`src/rtl/bloco_operativo_if.sv`:
```
// Result stream of bloco_operativo: FIFO head data, valid/ready handshake
// and FIFO status flags. The datapath drives it through the master modport
// and the consumer drives it through the slave modport.
interface bloco_operativo_if #(
  parameter int WIDTH = 8
);
  logic [WIDTH-1:0] result;
  logic             result_valid;
  logic             result_ready;
  logic             fifo_full;
  logic             overflow;

  modport master (
    output result,
    output result_valid,
    output fifo_full,
    output overflow,
    input  result_ready
  );

  modport slave (
    input  result,
    input  result_valid,
    input  fifo_full,
    input  overflow,
    output result_ready
  );
endinterface

```
`src/rtl/bloco_operativo.sv`:
```
// bloco_operativo: datapath stage driven by the control FSM.
// Working registers RX, RH, RS share one ALU; each rising edge of done pushes
// the registered RS into a 2-entry result FIFO drained by valid/ready.
// Optional macro BLOCO_OPERATIVO_SAT_EN: unsigned saturating add/sub/mul
// instead of modular wrap.
module bloco_operativo #(
  parameter int WIDTH      = 8,
  parameter int FIFO_DEPTH = 2
) (
  input  logic             clk,
  input  logic             reset,
  input  logic [WIDTH-1:0] x_in,
  input  logic [WIDTH-1:0] coef_a,
  input  logic [WIDTH-1:0] coef_b,
  input  logic [1:0]       m0,
  input  logic [1:0]       m1,
  input  logic [1:0]       m2,
  input  logic             h,
  input  logic             lx,
  input  logic             lh,
  input  logic             ls,
  input  logic             done,
  output logic [WIDTH-1:0] alu_out,
  bloco_operativo_if.master rbus
);

  // The FIFO logic below is written for exactly two entries.
  localparam logic [1:0] FULL_COUNT = 2'(FIFO_DEPTH);

  logic [WIDTH-1:0]   rx_r;
  logic [WIDTH-1:0]   rh_r;
  logic [WIDTH-1:0]   rs_r;
  logic               done_q_r;
  logic [WIDTH-1:0]   mem_r [0:1];
  logic               wr_ptr_r;
  logic               rd_ptr_r;
  logic [1:0]         count_r;
  logic               overflow_r;

  logic [WIDTH-1:0]   coef_s;
  logic [WIDTH-1:0]   opa_s;
  logic [WIDTH-1:0]   opb_s;
  logic [2*WIDTH-1:0] prod_full_s;
  logic [WIDTH:0]     sum_full_s;
  logic [WIDTH:0]     diff_full_s;
  logic [WIDTH-1:0]   alu_s;
  logic               push_s;
  logic               pop_s;
  logic               push_ok_s;
  logic               drop_s;

  assign coef_s = h ? coef_a : coef_b;

  // Operand A multiplexer (m0).
  always_comb begin
    opa_s = {WIDTH{1'b0}};
    case (m0)
      2'd0:    opa_s = rx_r;
      2'd1:    opa_s = rh_r;
      2'd2:    opa_s = rs_r;
      2'd3:    opa_s = coef_s;
      default: opa_s = {WIDTH{1'b0}};
    endcase
  end

  // Operand B multiplexer (m1).
  always_comb begin
    opb_s = {WIDTH{1'b0}};
    case (m1)
      2'd0:    opb_s = rs_r;
      2'd1:    opb_s = x_in;
      2'd2:    opb_s = rh_r;
      2'd3:    opb_s = rx_r;
      default: opb_s = {WIDTH{1'b0}};
    endcase
  end

  // Full-precision arithmetic; carry/borrow and upper product bits feed saturation.
  assign prod_full_s = {{WIDTH{1'b0}}, opa_s} * {{WIDTH{1'b0}}, opb_s};
  assign sum_full_s  = {1'b0, opa_s} + {1'b0, opb_s};
  assign diff_full_s = {1'b0, opa_s} - {1'b0, opb_s};

`ifdef BLOCO_OPERATIVO_SAT_EN
  // ALU operation select with unsigned saturation.
  always_comb begin
    alu_s = opa_s;
    case (m2)
      2'd0:    alu_s = opa_s;
      2'd1:    alu_s = (|prod_full_s[2*WIDTH-1:WIDTH]) ? {WIDTH{1'b1}} : prod_full_s[WIDTH-1:0];
      2'd2:    alu_s = sum_full_s[WIDTH] ? {WIDTH{1'b1}} : sum_full_s[WIDTH-1:0];
      2'd3:    alu_s = diff_full_s[WIDTH] ? {WIDTH{1'b0}} : diff_full_s[WIDTH-1:0];
      default: alu_s = opa_s;
    endcase
  end
`else
  // Overflow information is discarded in the wrapping build.
  logic unused_ovf_bits_s;
  assign unused_ovf_bits_s = ^{prod_full_s[2*WIDTH-1:WIDTH], sum_full_s[WIDTH], diff_full_s[WIDTH]};

  // ALU operation select with modular wrap to WIDTH bits.
  always_comb begin
    alu_s = opa_s;
    case (m2)
      2'd0:    alu_s = opa_s;
      2'd1:    alu_s = prod_full_s[WIDTH-1:0];
      2'd2:    alu_s = sum_full_s[WIDTH-1:0];
      2'd3:    alu_s = diff_full_s[WIDTH-1:0];
      default: alu_s = opa_s;
    endcase
  end
`endif

  assign alu_out = alu_s;

  // FIFO control: push on done rising edge; a pop frees a slot in the same cycle.
  assign push_s    = done & ~done_q_r;
  assign pop_s     = (count_r != 2'd0) & rbus.result_ready;
  assign push_ok_s = push_s & ((count_r != FULL_COUNT) | pop_s);
  assign drop_s    = push_s & ~push_ok_s;

  // Working registers RX, RH, RS; lh and ls both take the same ALU value.
  always_ff @(posedge clk or posedge reset) begin
    if (reset) begin
      rx_r <= {WIDTH{1'b0}};
      rh_r <= {WIDTH{1'b0}};
      rs_r <= {WIDTH{1'b0}};
    end else begin
      if (lx) rx_r <= x_in;
      else    rx_r <= rx_r;
      if (lh) rh_r <= alu_s;
      else    rh_r <= rh_r;
      if (ls) rs_r <= alu_s;
      else    rs_r <= rs_r;
    end
  end

  // done edge detector, result FIFO storage/pointers/count and sticky overflow.
  always_ff @(posedge clk or posedge reset) begin
    if (reset) begin
      done_q_r   <= 1'b0;
      mem_r[0]   <= {WIDTH{1'b0}};
      mem_r[1]   <= {WIDTH{1'b0}};
      wr_ptr_r   <= 1'b0;
      rd_ptr_r   <= 1'b0;
      count_r    <= 2'd0;
      overflow_r <= 1'b0;
    end else begin
      done_q_r <= done;
      if (push_ok_s) begin
        mem_r[wr_ptr_r] <= rs_r;
        wr_ptr_r        <= wr_ptr_r + 1'b1;
      end
      if (pop_s) begin
        rd_ptr_r <= rd_ptr_r + 1'b1;
      end
      case ({push_ok_s, pop_s})
        2'b10:   count_r <= count_r + 2'd1;
        2'b01:   count_r <= count_r - 2'd1;
        default: count_r <= count_r;
      endcase
      if (drop_s) overflow_r <= 1'b1;
      else        overflow_r <= overflow_r;
    end
  end

  assign rbus.result       = mem_r[rd_ptr_r];
  assign rbus.result_valid = (count_r != 2'd0);
  assign rbus.fifo_full    = (count_r == FULL_COUNT);
  assign rbus.overflow     = overflow_r;

endmodule
```
`src/flat_wrapper.sv`:
```
// flat-port wrapper written by rule: the top's interface ports become plain ports
module bloco_operativo_flat 
#(
  parameter int WIDTH      = 8,
  parameter int FIFO_DEPTH = 2
)
  (clk, reset, x_in, coef_a, coef_b, m0, m1, m2, h, lx, lh, ls, done, alu_out, rbus_result, rbus_result_valid, rbus_fifo_full, rbus_overflow, rbus_result_ready);
  bloco_operativo_if #(.WIDTH(WIDTH)) rbus_i ();
  input  logic clk;
  input  logic reset;
  input  logic [WIDTH-1:0] x_in;
  input  logic [WIDTH-1:0] coef_a;
  input  logic [WIDTH-1:0] coef_b;
  input  logic [1:0] m0;
  input  logic [1:0] m1;
  input  logic [1:0] m2;
  input  logic h;
  input  logic lx;
  input  logic lh;
  input  logic ls;
  input  logic done;
  output logic [WIDTH-1:0] alu_out;
  output wire logic [$bits(rbus_i.result)-1:0] rbus_result;
  output wire logic [$bits(rbus_i.result_valid)-1:0] rbus_result_valid;
  output wire logic [$bits(rbus_i.fifo_full)-1:0] rbus_fifo_full;
  output wire logic [$bits(rbus_i.overflow)-1:0] rbus_overflow;
  input wire logic [$bits(rbus_i.result_ready)-1:0] rbus_result_ready;
  assign rbus_result = rbus_i.result;
  assign rbus_result_valid = rbus_i.result_valid;
  assign rbus_fifo_full = rbus_i.fifo_full;
  assign rbus_overflow = rbus_i.overflow;
  assign rbus_i.result_ready = rbus_result_ready;
  bloco_operativo #(.WIDTH(WIDTH), .FIFO_DEPTH(FIFO_DEPTH)) u_core (.clk(clk), .reset(reset), .x_in(x_in), .coef_a(coef_a), .coef_b(coef_b), .m0(m0), .m1(m1), .m2(m2), .h(h), .lx(lx), .lh(lh), .ls(ls), .done(done), .alu_out(alu_out), .rbus(rbus_i));
endmodule
```
`config.mk`:
```
export PLATFORM = sky130hd
export DESIGN_NAME = bloco_operativo_flat
export DESIGN_NICKNAME = d
export VERILOG_FILES = /design/src/rtl/bloco_operativo_if.sv /design/src/rtl/bloco_operativo.sv /design/src/flat_wrapper.sv
export SDC_FILE = /design/constraint.sdc
export NUM_CORES = 1
export LEC_CHECK = 0
export CORE_MARGIN = 5
export CORE_UTILIZATION = 60
export DETAILED_ROUTE_END_ITERATION = 8
export PLACE_DENSITY = 0.87
export SYNTH_ARGS = -nofsm -noshare
export SYNTH_HDL_FRONTEND = slang
export SYNTH_SLANG_ARGS = --single-unit
export TNS_END_PERCENT = 30
```
`constraint.sdc`:
```
create_clock -name clk -period 14 [get_ports clk]
set_input_delay 2.1 -clock clk [delete_from_list [all_inputs] [get_ports clk]]
set_output_delay 2.1 -clock clk [all_outputs]
set_load 0.005 [all_outputs]
```
---- Word level (Yosys, flattened, before mapping) ----
Cells that the tools add are included.
W data, S select, Z words.
word-level totals
  register bits ........................... 46
operators by class
  reductions and logical operators ........ 6
  equal/unequal tests ..................... 13
  multiply operators ...................... 1
  mux-type cells .......................... 11
  bitwise operators ....................... 9
  order comparisons ....................... 3
  add/sub/neg operators ................... 6
operators by type and width
  operator               count
  $pmux W8 S4            3
  $mux W8                5
  $bwmux W16             1
  $eq A2 B2 Y1 const B   8
  $add A8 B8 Y8          1
  $demux W8 S1           1
  $eq A2 B1 Y1 const B   4
  $mul A8 B8 Y8          1
  $sub A8 B8 Y8          1
  $logic_not A2 Y1       3
  $and A1 B1 Y1          4
  $ge A2 B2 Y1 const B   2
  $not A1 Y2             2
  $pmux W2 S2            1
  $reduce_bool A2 Y1     2
  $add A1 B1 Y1 const B  2
  $add A2 B1 Y2 const B  1
  $lt A2 B1 Y1 const B   1
  $ne A2 B2 Y1 const B   1
  $not A1 Y1             2
  $sub A2 B1 Y2 const B  1
  $logic_and A1 B1 Y1    1
  $or A1 B1 Y1           1

---- Longest topological paths before layout ----
Gate-level depths: netlist of the first run.
  word-level depth ........................ 6
  mapped depth ............................ 20

---- Worst setup path after synthesis of the first run ----
OpenSTA, ideal clock, no wires.
  kind .................................... input to output
  from .................................... input port h
  to ...................................... output port alu_out[7]
  path slack .............................. 5473 ps
  buffers on the path ..................... 1
  data arrival time ....................... 6427 ps
  stages on the path ...................... 17
  path through ............................ buf_6 -> mux2_2 -> mux4_2 -> and2_1 -> fa_1 -> inv_1 -> fa_1 -> fa_1 -> fa_1 -> inv_1 -> ha_1 -> a21oi_1 -> xnor2_1 -> xnor2_1 -> xnor2_1 -> a211o_1 -> o221ai_1
between the ends
  cells in the longest elaborated chain, start to end .. 4
  elaborated cells on any way between the ends .. 6
  those cells by class .................... add/sub (2); mul (1); mux (3)
RTL lines
  item                                         line                    source
  start, declared                              flat_wrapper.sv:17      input logic h;
  $mux W8 (*)                                  bloco_operativo.sv:52   assign coef_s = h ? coef_a : coef_b;
  $pmux W8 S4 (*)                              bloco_operativo.sv:57   case (m0)
  $mul A8 B8 Y8, or another cell as far along  bloco_operativo.sv:79   assign prod_full_s = {{WIDTH{1'b0}}, opa_s} * {{WIDTH{1'b0}}, opb_s};
  $pmux W8 S4 (*)                              bloco_operativo.sv:103  case (m2)
  end, declared                                flat_wrapper.sv:22      output logic [WIDTH-1:0] alu_out;
Mark *: on every way between the ends. The rest lies on a longest branch, timed or not.

---- Worst setup path after layout of the first run ----
Ends and elaborated chain as after synthesis.

==> results of run 1 <==
==> area by class of cell <==
cell class | count | area, µm² | share of cell area (%)
well taps | 77 | 96.34 | 2.106
repair buffers | 57 | 568.0 | 12.41
clock inverters | 2 | 60.06 | 1.313
flip-flops and latches | 46 | 1151 | 25.16
clock buffers | 6 | 82.58 | 1.805
inverters | 37 | 138.9 | 3.035
multi-input cells | 262 | 2479 | 54.17
==> cells by family (layout without fill, tap and decap cells) <==
kind of cell | count (synthesis) | in the layout | synth area share, %
adder cells (fa/ha/maj) | 39 | 39 | 15.27
buffers and inverters | 52 | 102 | 5.351
XOR/XNOR | 32 | 32 | 7.504
AO/OA/AOI/OAI | 38 | 38 | 5.742
multiplexers | 72 | 72 | 25.81
AND/OR/NAND/NOR | 81 | 81 | 10.31
flip-flops | 46 | 46 | 30.02
==> path summary, 6_finish.rpt <==
kind                                   start                end  slack (ns)  depth (start not counted)
setup / recovery                           h         alu_out[7]        4.02                         18
hold / removal             u_core.count_r[1]  u_core.count_r[1]        0.50                          1
setup reg to reg              u_core.rs_r[3]     u_core.rs_r[7]        9.25                         15
hold reg to reg            u_core.count_r[1]  u_core.count_r[1]        0.50                          1
max in group asynchronous              reset     u_core.rs_r[6]       11.36                          3
min in group asynchronous              reset   u_core.mem_r[11]        2.26                          3
==> flip-flops by register name, summed over array words and instances, names as in the netlist <==
register / cells
u_core.wr_ptr_r: 1
u_core.mem_r: 16
u_core.rh_r: 8
u_core.done_q_r: 1
u_core.rs_r: 8
u_core.rbus.overflow: 1
u_core.rx_r: 8
u_core.count_r: 2
u_core.rd_ptr_r: 1
==> cells in the mapped netlist, drive strengths merged <==
library cell	instances	share of area, %
nand2b	1	0.16
fa	13	6.8
a31o	1	0.23
nor2	23	2.3
a31oi	3	0.49
or3	1	0.16
o21bai	1	0.20
nor2b	5	0.82
mux2i	7	1.8
buf	4	0.65
xor2	7	1.8
o221ai	1	0.23
nor3	3	0.39
mux4	16	9.4
inv	37	3.6
a21oi	18	2.3
a211oi	1	0.20
ha	26	8.5
nand3b	2	0.39
dfrtp	46	30
xnor2	25	5.7
clkbuf	11	1.1
mux2	49	15
nand2	26	2.8
nand4b	1	0.23
a211o	1	0.23
nor4	1	0.16
a21boi	2	0.39
a21o	2	0.39
and2	17	2.8
or2	1	0.16
o21ai	8	1.0
==> routing by layer <==
layer,vias up,track usage [%]
met1,1452,30.30
met2,125,41.34
met4,0,7.816
met5,-,0
met3,25,5.509
li1,1319,-
==> power breakdown <==
part           leakage, µW  internal (µW)  switching, µW
registers         0.000536            189           52.3
clock network    0.0000714           76.2           46.4
logic              0.00138            444            406
total              0.00199            709            505
==> through the flow <==
stage | power (µW) | area (µm²)
2_1_floorplan | 824.3 | 3835
3_3_place_gp | 1042 | 4433
3_5_place_dp | 1091 | 4433
4_1_cts | 1220 | 4576
5_1_grt | 1326 | 4576
6_report | 1214 | 4576
==> out/metrics.yaml, run 1 <==
finish:
  final_common_cell: "clkdlybuf4s50_1"
  drive_above_1_share_pct: 19.27
  final_net_count: 486
  syn_to_final_growth_pct: 19.31
  fill_cells: 419
  finalNonFillerCells: 487
  utilization_pct: 72.89
  num_antenna_cells: 0
  layout_common_cells: "clkdlybuf4s50_1, mux2_2, dfrtp_1"
route:
  wl_um: 9587
  drt_iter0_markers: 199
  drc: 0
  vias: 2921
  first_pass_iters: 4
  wl_met2_um: 4821
  via_per_inst: 5.998
  routed.top_layer: "met4"
  wl_met1_um: 3905
  antenna_left: 0
  met3WireLength_um: 582
  route.detailed.wl_per_inst_um: 19.69
placement:
  dpl.hpwl_um: 7419
  portBuffers: 56
  place_inst: 479
  post-place-ws_ns: 4.014
  gp_congestion: 0.9159
global_routing:
  antenna_found_initial: 0
  grtUsageTotal_pct: 24.18
  grt_pass1_wl_um: 15900
  grt_pass1_vias: 3159
  gr-total-overflow: 0
  grt_max_degree: 47
power:
  peakVddDrop_mv: 0.1700
  p_leak_uw: 0.001988
  power.density_mw_per_mm2: 265.3
cts:
  cts_resized: 0
  numCtsBuffers: 5
  insertion_delay_ns: 0.30
  root_buffer: "clkbuf_8"
  clock_path_buffers: 2
  htree_num_levels: 2
  cts_setup_buffers: 0
  clkTransAtPathRegs_ns: 0.08
  clock-sinks: 46
  ctsHoldBuffers: 0
  cts_tree: "yes"
sta:
  max_slew_margin_pct: 51.47
  setup_viol: 0
  fmax_mhz: 100.2
  tns_ns: 0
  fin_crit_sh_pct: 71.26
  hold_slack_ns: 0.4961
  rsz0062_at_grt: "no"
  worst_clock_skew_ns: 0.005744
  tightest_slew_ns: 0.7253
  hold_viol_final: 0
  setup_slack_ns: 4.024
  min_period_ns: 9.976
  drv_slew: 0
critical_path:
  required_ns: 11.90
  worstSetupPathType: "in -> out"
  path_max_fanout: 10
  arrival_ns: 7.88
  slowest_stage: "clkdlybuf4s50_1"
  cpPeakStageDelay_ns: 0.75
  end_kind: "output port"
  worstPathCellList: "clkdlybuf4s50_1 > mux2_2 > mux4_2 > and2_1 > fa_1 > inv_1 > fa_1 > fa_1 > fa_1 > inv_1 > ha_1 > a21oi_1 > xnor2_1 > xnor2_1 > xnor2_1 > a211o_1 > o221ai_1 > clkdlybuf4s50_1"
  cp-start-kind: "input port"
  critical_path.top_delay_family: "adder cells"
  critPathBufInv: 4
  critical_path.most_common_cell: "fa_1"
floorplanning:
  ios: 57
  fp.dieH_um: 89.95
  start_util_pct: 61.09
  rows: 29
  die-area_mm2: 0.008090
  die_width_um: 89.95
  core_area_mm2: 0.006277
logic_synthesis:
  yosys_warnings: 0
  synth.avg_cell_area_um2: 10.65
  yosysSeqAreaShare_pct: 30.02
  syn_inst: 360
  mappedNetlistArea_mm2: 0.003835
  ys_types: 38
  synth_seq_cells: 46
  synth_nets: 437
outcome:
  status: "completed"
job:
  maxCapViolCount: 0
min_path:
  hold_path_class: "reg -> reg"
Power figures use the tool's default switching activity.
==> run 2, diff against run 1 <==
- CORE_UTILIZATION: 60 -> 50
- PLACE_DENSITY: 0.87 -> 0.77
- clock period: 14 -> 8.7 ns (I/O delays scaled with it)
==> out/metrics.yaml, run 2 (same netlist as run 1, synthesis figures left out) <==
global_routing:
  grt_pass1_wl_um: 14720  # was 15900 µm
  antenna_found_initial: 0  # unchanged
  grtUsageTotal_pct: 18.90  # was 24.18%
  grt_max_degree: 47  # unchanged
  gr-total-overflow: 0  # unchanged
  grt_pass1_vias: 2972  # was 3159
cts:
  htree_num_levels: 2  # unchanged
  clock_path_buffers: 2  # unchanged
  cts_setup_buffers: 0  # unchanged
  cts_resized: 0  # unchanged
  insertion_delay_ns: 0.30  # about the same
  clock-sinks: 46  # unchanged
  numCtsBuffers: 5  # unchanged
  ctsHoldBuffers: 0  # unchanged
  clkTransAtPathRegs_ns: 0.09  # was 0.08 ns
  cts_tree: "yes"  # unchanged
  root_buffer: "clkbuf_8"  # unchanged
critical_path:
  worstPathCellList: "clkdlybuf4s50_1 > mux2_2 > mux4_2 > and2_1 > fa_1 > inv_1 > fa_1 > fa_1 > fa_1 > inv_1 > ha_1 > a21oi_1 > xnor2_1 > xnor2_1 > xnor2_1 > a211o_1 > o221ai_1 > clkdlybuf4s50_1"  # unchanged
  worstSetupPathType: "in -> out"  # unchanged
  critical_path.most_common_cell: "fa_1"  # unchanged
  slowest_stage: "clkdlybuf4s50_1"  # unchanged
  setup.worst_path.end: "alu_out[7]"  # unchanged
  arrival_ns: 6.96  # was 7.88 ns
  r2r_setup_slack_ns: 3.98  # was 9.25 ns
  critPathBufInv: 4  # unchanged
  critical_path.top_delay_family: "adder cells"  # unchanged
  path_max_fanout: 10  # unchanged
  required_ns: 7.39  # was 11.90 ns
  cpPeakStageDelay_ns: 0.69  # was 0.75 ns
  startpoint: "h"  # unchanged
  end_kind: "output port"  # unchanged
  timing.rr.start: "u_core.rs_r[1]"  # was u_core.rs_r[3]
  worst-path-stages: 18  # unchanged
  cp-start-kind: "input port"  # unchanged
  r2r_end: "u_core.rh_r[7]"  # was u_core.rs_r[7]
  r2r_cells: 15  # unchanged
finish:
  largest_register_ffs: 16  # unchanged
  layout_common_cells: "clkdlybuf4s50_1, mux2_2, dfrtp_1"  # unchanged
  final_net_count: 489  # was 486
  syn_to_final_growth_pct: 19.48  # was 19.31%
  num_antenna_cells: 0  # unchanged
  drive_above_1_share_pct: 19.85  # was 19.27%
  largest_register: "u_core.mem_r"  # unchanged
  final_common_cell: "clkdlybuf4s50_1"  # unchanged
placement:
  dpl.hpwl_um: 6955  # was 7419 µm
  portBuffers: 56  # unchanged
  gp_congestion: 0.9273  # was 0.9159
  post-place-ws_ns: 0.4253  # was 4.014 ns
sta:
  min_period_ns: 8.266
  max_slew_margin_pct: 55.93  # was 51.47%
  worst_clock_skew_ns: 0.007342  # was 0.005744 ns
  drv_slew: 0  # unchanged
  setup_slack_ns: 0.4344  # was 4.024 ns
  fmax_mhz: 121.0
  setup_viol: 0  # unchanged
  hold_viol_final: 0  # unchanged
  tns_ns: 0  # unchanged
  fin_crit_sh_pct: 95.01
  tightest_slew_ns: 0.6586  # was 0.7253 ns
  rsz0062_at_grt: "no"  # unchanged
route:
  drt_iter0_markers: 199  # unchanged
  via_per_inst: 5.518  # was 5.998
  first_pass_iters: 4  # unchanged
  vias: 2842  # was 2921
  route.detailed.wl_per_inst_um: 16.71  # was 19.69 µm
  drc: 0  # unchanged
  wl_um: 8608  # was 9587 µm
  antenna_left: 0  # unchanged
min_path:
  worstHoldStart: "u_core.rbus.overflow"  # was u_core.count_r[1]
  hold_path_class: "reg -> reg"  # unchanged
power:
  peakVddDrop_mv: 0.2668  # was 0.1700 mV
  power.density_mw_per_mm2: 405.4  # was 265.3 mW/mm²
  p_leak_uw: 0.001978  # was 0.001988 µW
  power_uw: 1858  # was 1214 µW
floorplanning:
  die_width_um: 97.58  # was 89.95 µm
  start_util_pct: 50.41  # was 61.09%
  ios: 57  # unchanged
  die-area_mm2: 0.009521  # was 0.008090 mm²
  rows: 32  # was 29
  fp.dieH_um: 97.58  # was 89.95 µm
  core_area_mm2: 0.007607  # was 0.006277 mm²
outcome:
  status: "completed"  # unchanged
job:
  maxCapViolCount: 0  # unchanged
-- run 2: cell types whose count changed in the layout (fill, tap and decap cells not counted) --
cell        previous run  this run
clkinv_2               0         1
clkinvlp_4             0         1
buf_4                  1         4
bufinv_16              2         0
-- run 2: area by class of cell --
type / instances / area [µm²]
tap: 102 / 127.6
timing repair buffer: 60 / 590.6
inverter: 37 / 138.9
clock inverter: 2 / 12.51
clock buffer: 6 / 82.58
sequential: 46 / 1151
fill: 649 / 3025
multi-input combinational: 262 / 2479
-- run 2: stage by stage --
step / util (%) / cell area [µm²] / cells / hold slack, ns
2_1_floorplan: - / 3835 / 360 / 0.4474
3_3_place_gp: 58.98 / 4487 / 507 / 0.4553
3_5_place_dp: 58.98 / 4487 / 507 / 0.4658
4_1_cts: 60.23 / 4582 / 515 / 0.4873
5_1_grt: 60.23 / 4582 / 515 / 0.5189
6_report: 60.23 / 4582 / 515 / 0.4808
-- run 2: power by group --
part	switching, µW	internal [µW]	leakage, µW
Combinational	631	711	0.00139
Sequential	76.9	304	0.000536
Clock	70.2	63.9	0.0000472
Total	778	1080	0.00198
-- run 2: worst min path at each step --
| stage | to | slack (ns) | cells after the start |
|---|---|---|---|
| floorplan | u_core.count_r[1] | 0.45 | 1 |
| global placement | u_core.rbus.overflow | 0.46 | 1 |
| detailed placement | u_core.rbus.overflow | 0.47 | 1 |
| CTS | u_core.rbus.overflow | 0.49 | 1 |
| global route | u_core.count_r[1] | 0.52 | 1 |
| finish | u_core.rbus.overflow | 0.48 | 1 |
-- run 2: layer usage --
metal	track usage [%]	vias up	wire length, µm
li1	-	1326	-
met1	24.95	1421	3433
met2	33.05	84	4514
met3	2.225	11	525
met4	4.686	0	135
met5	0	-	0
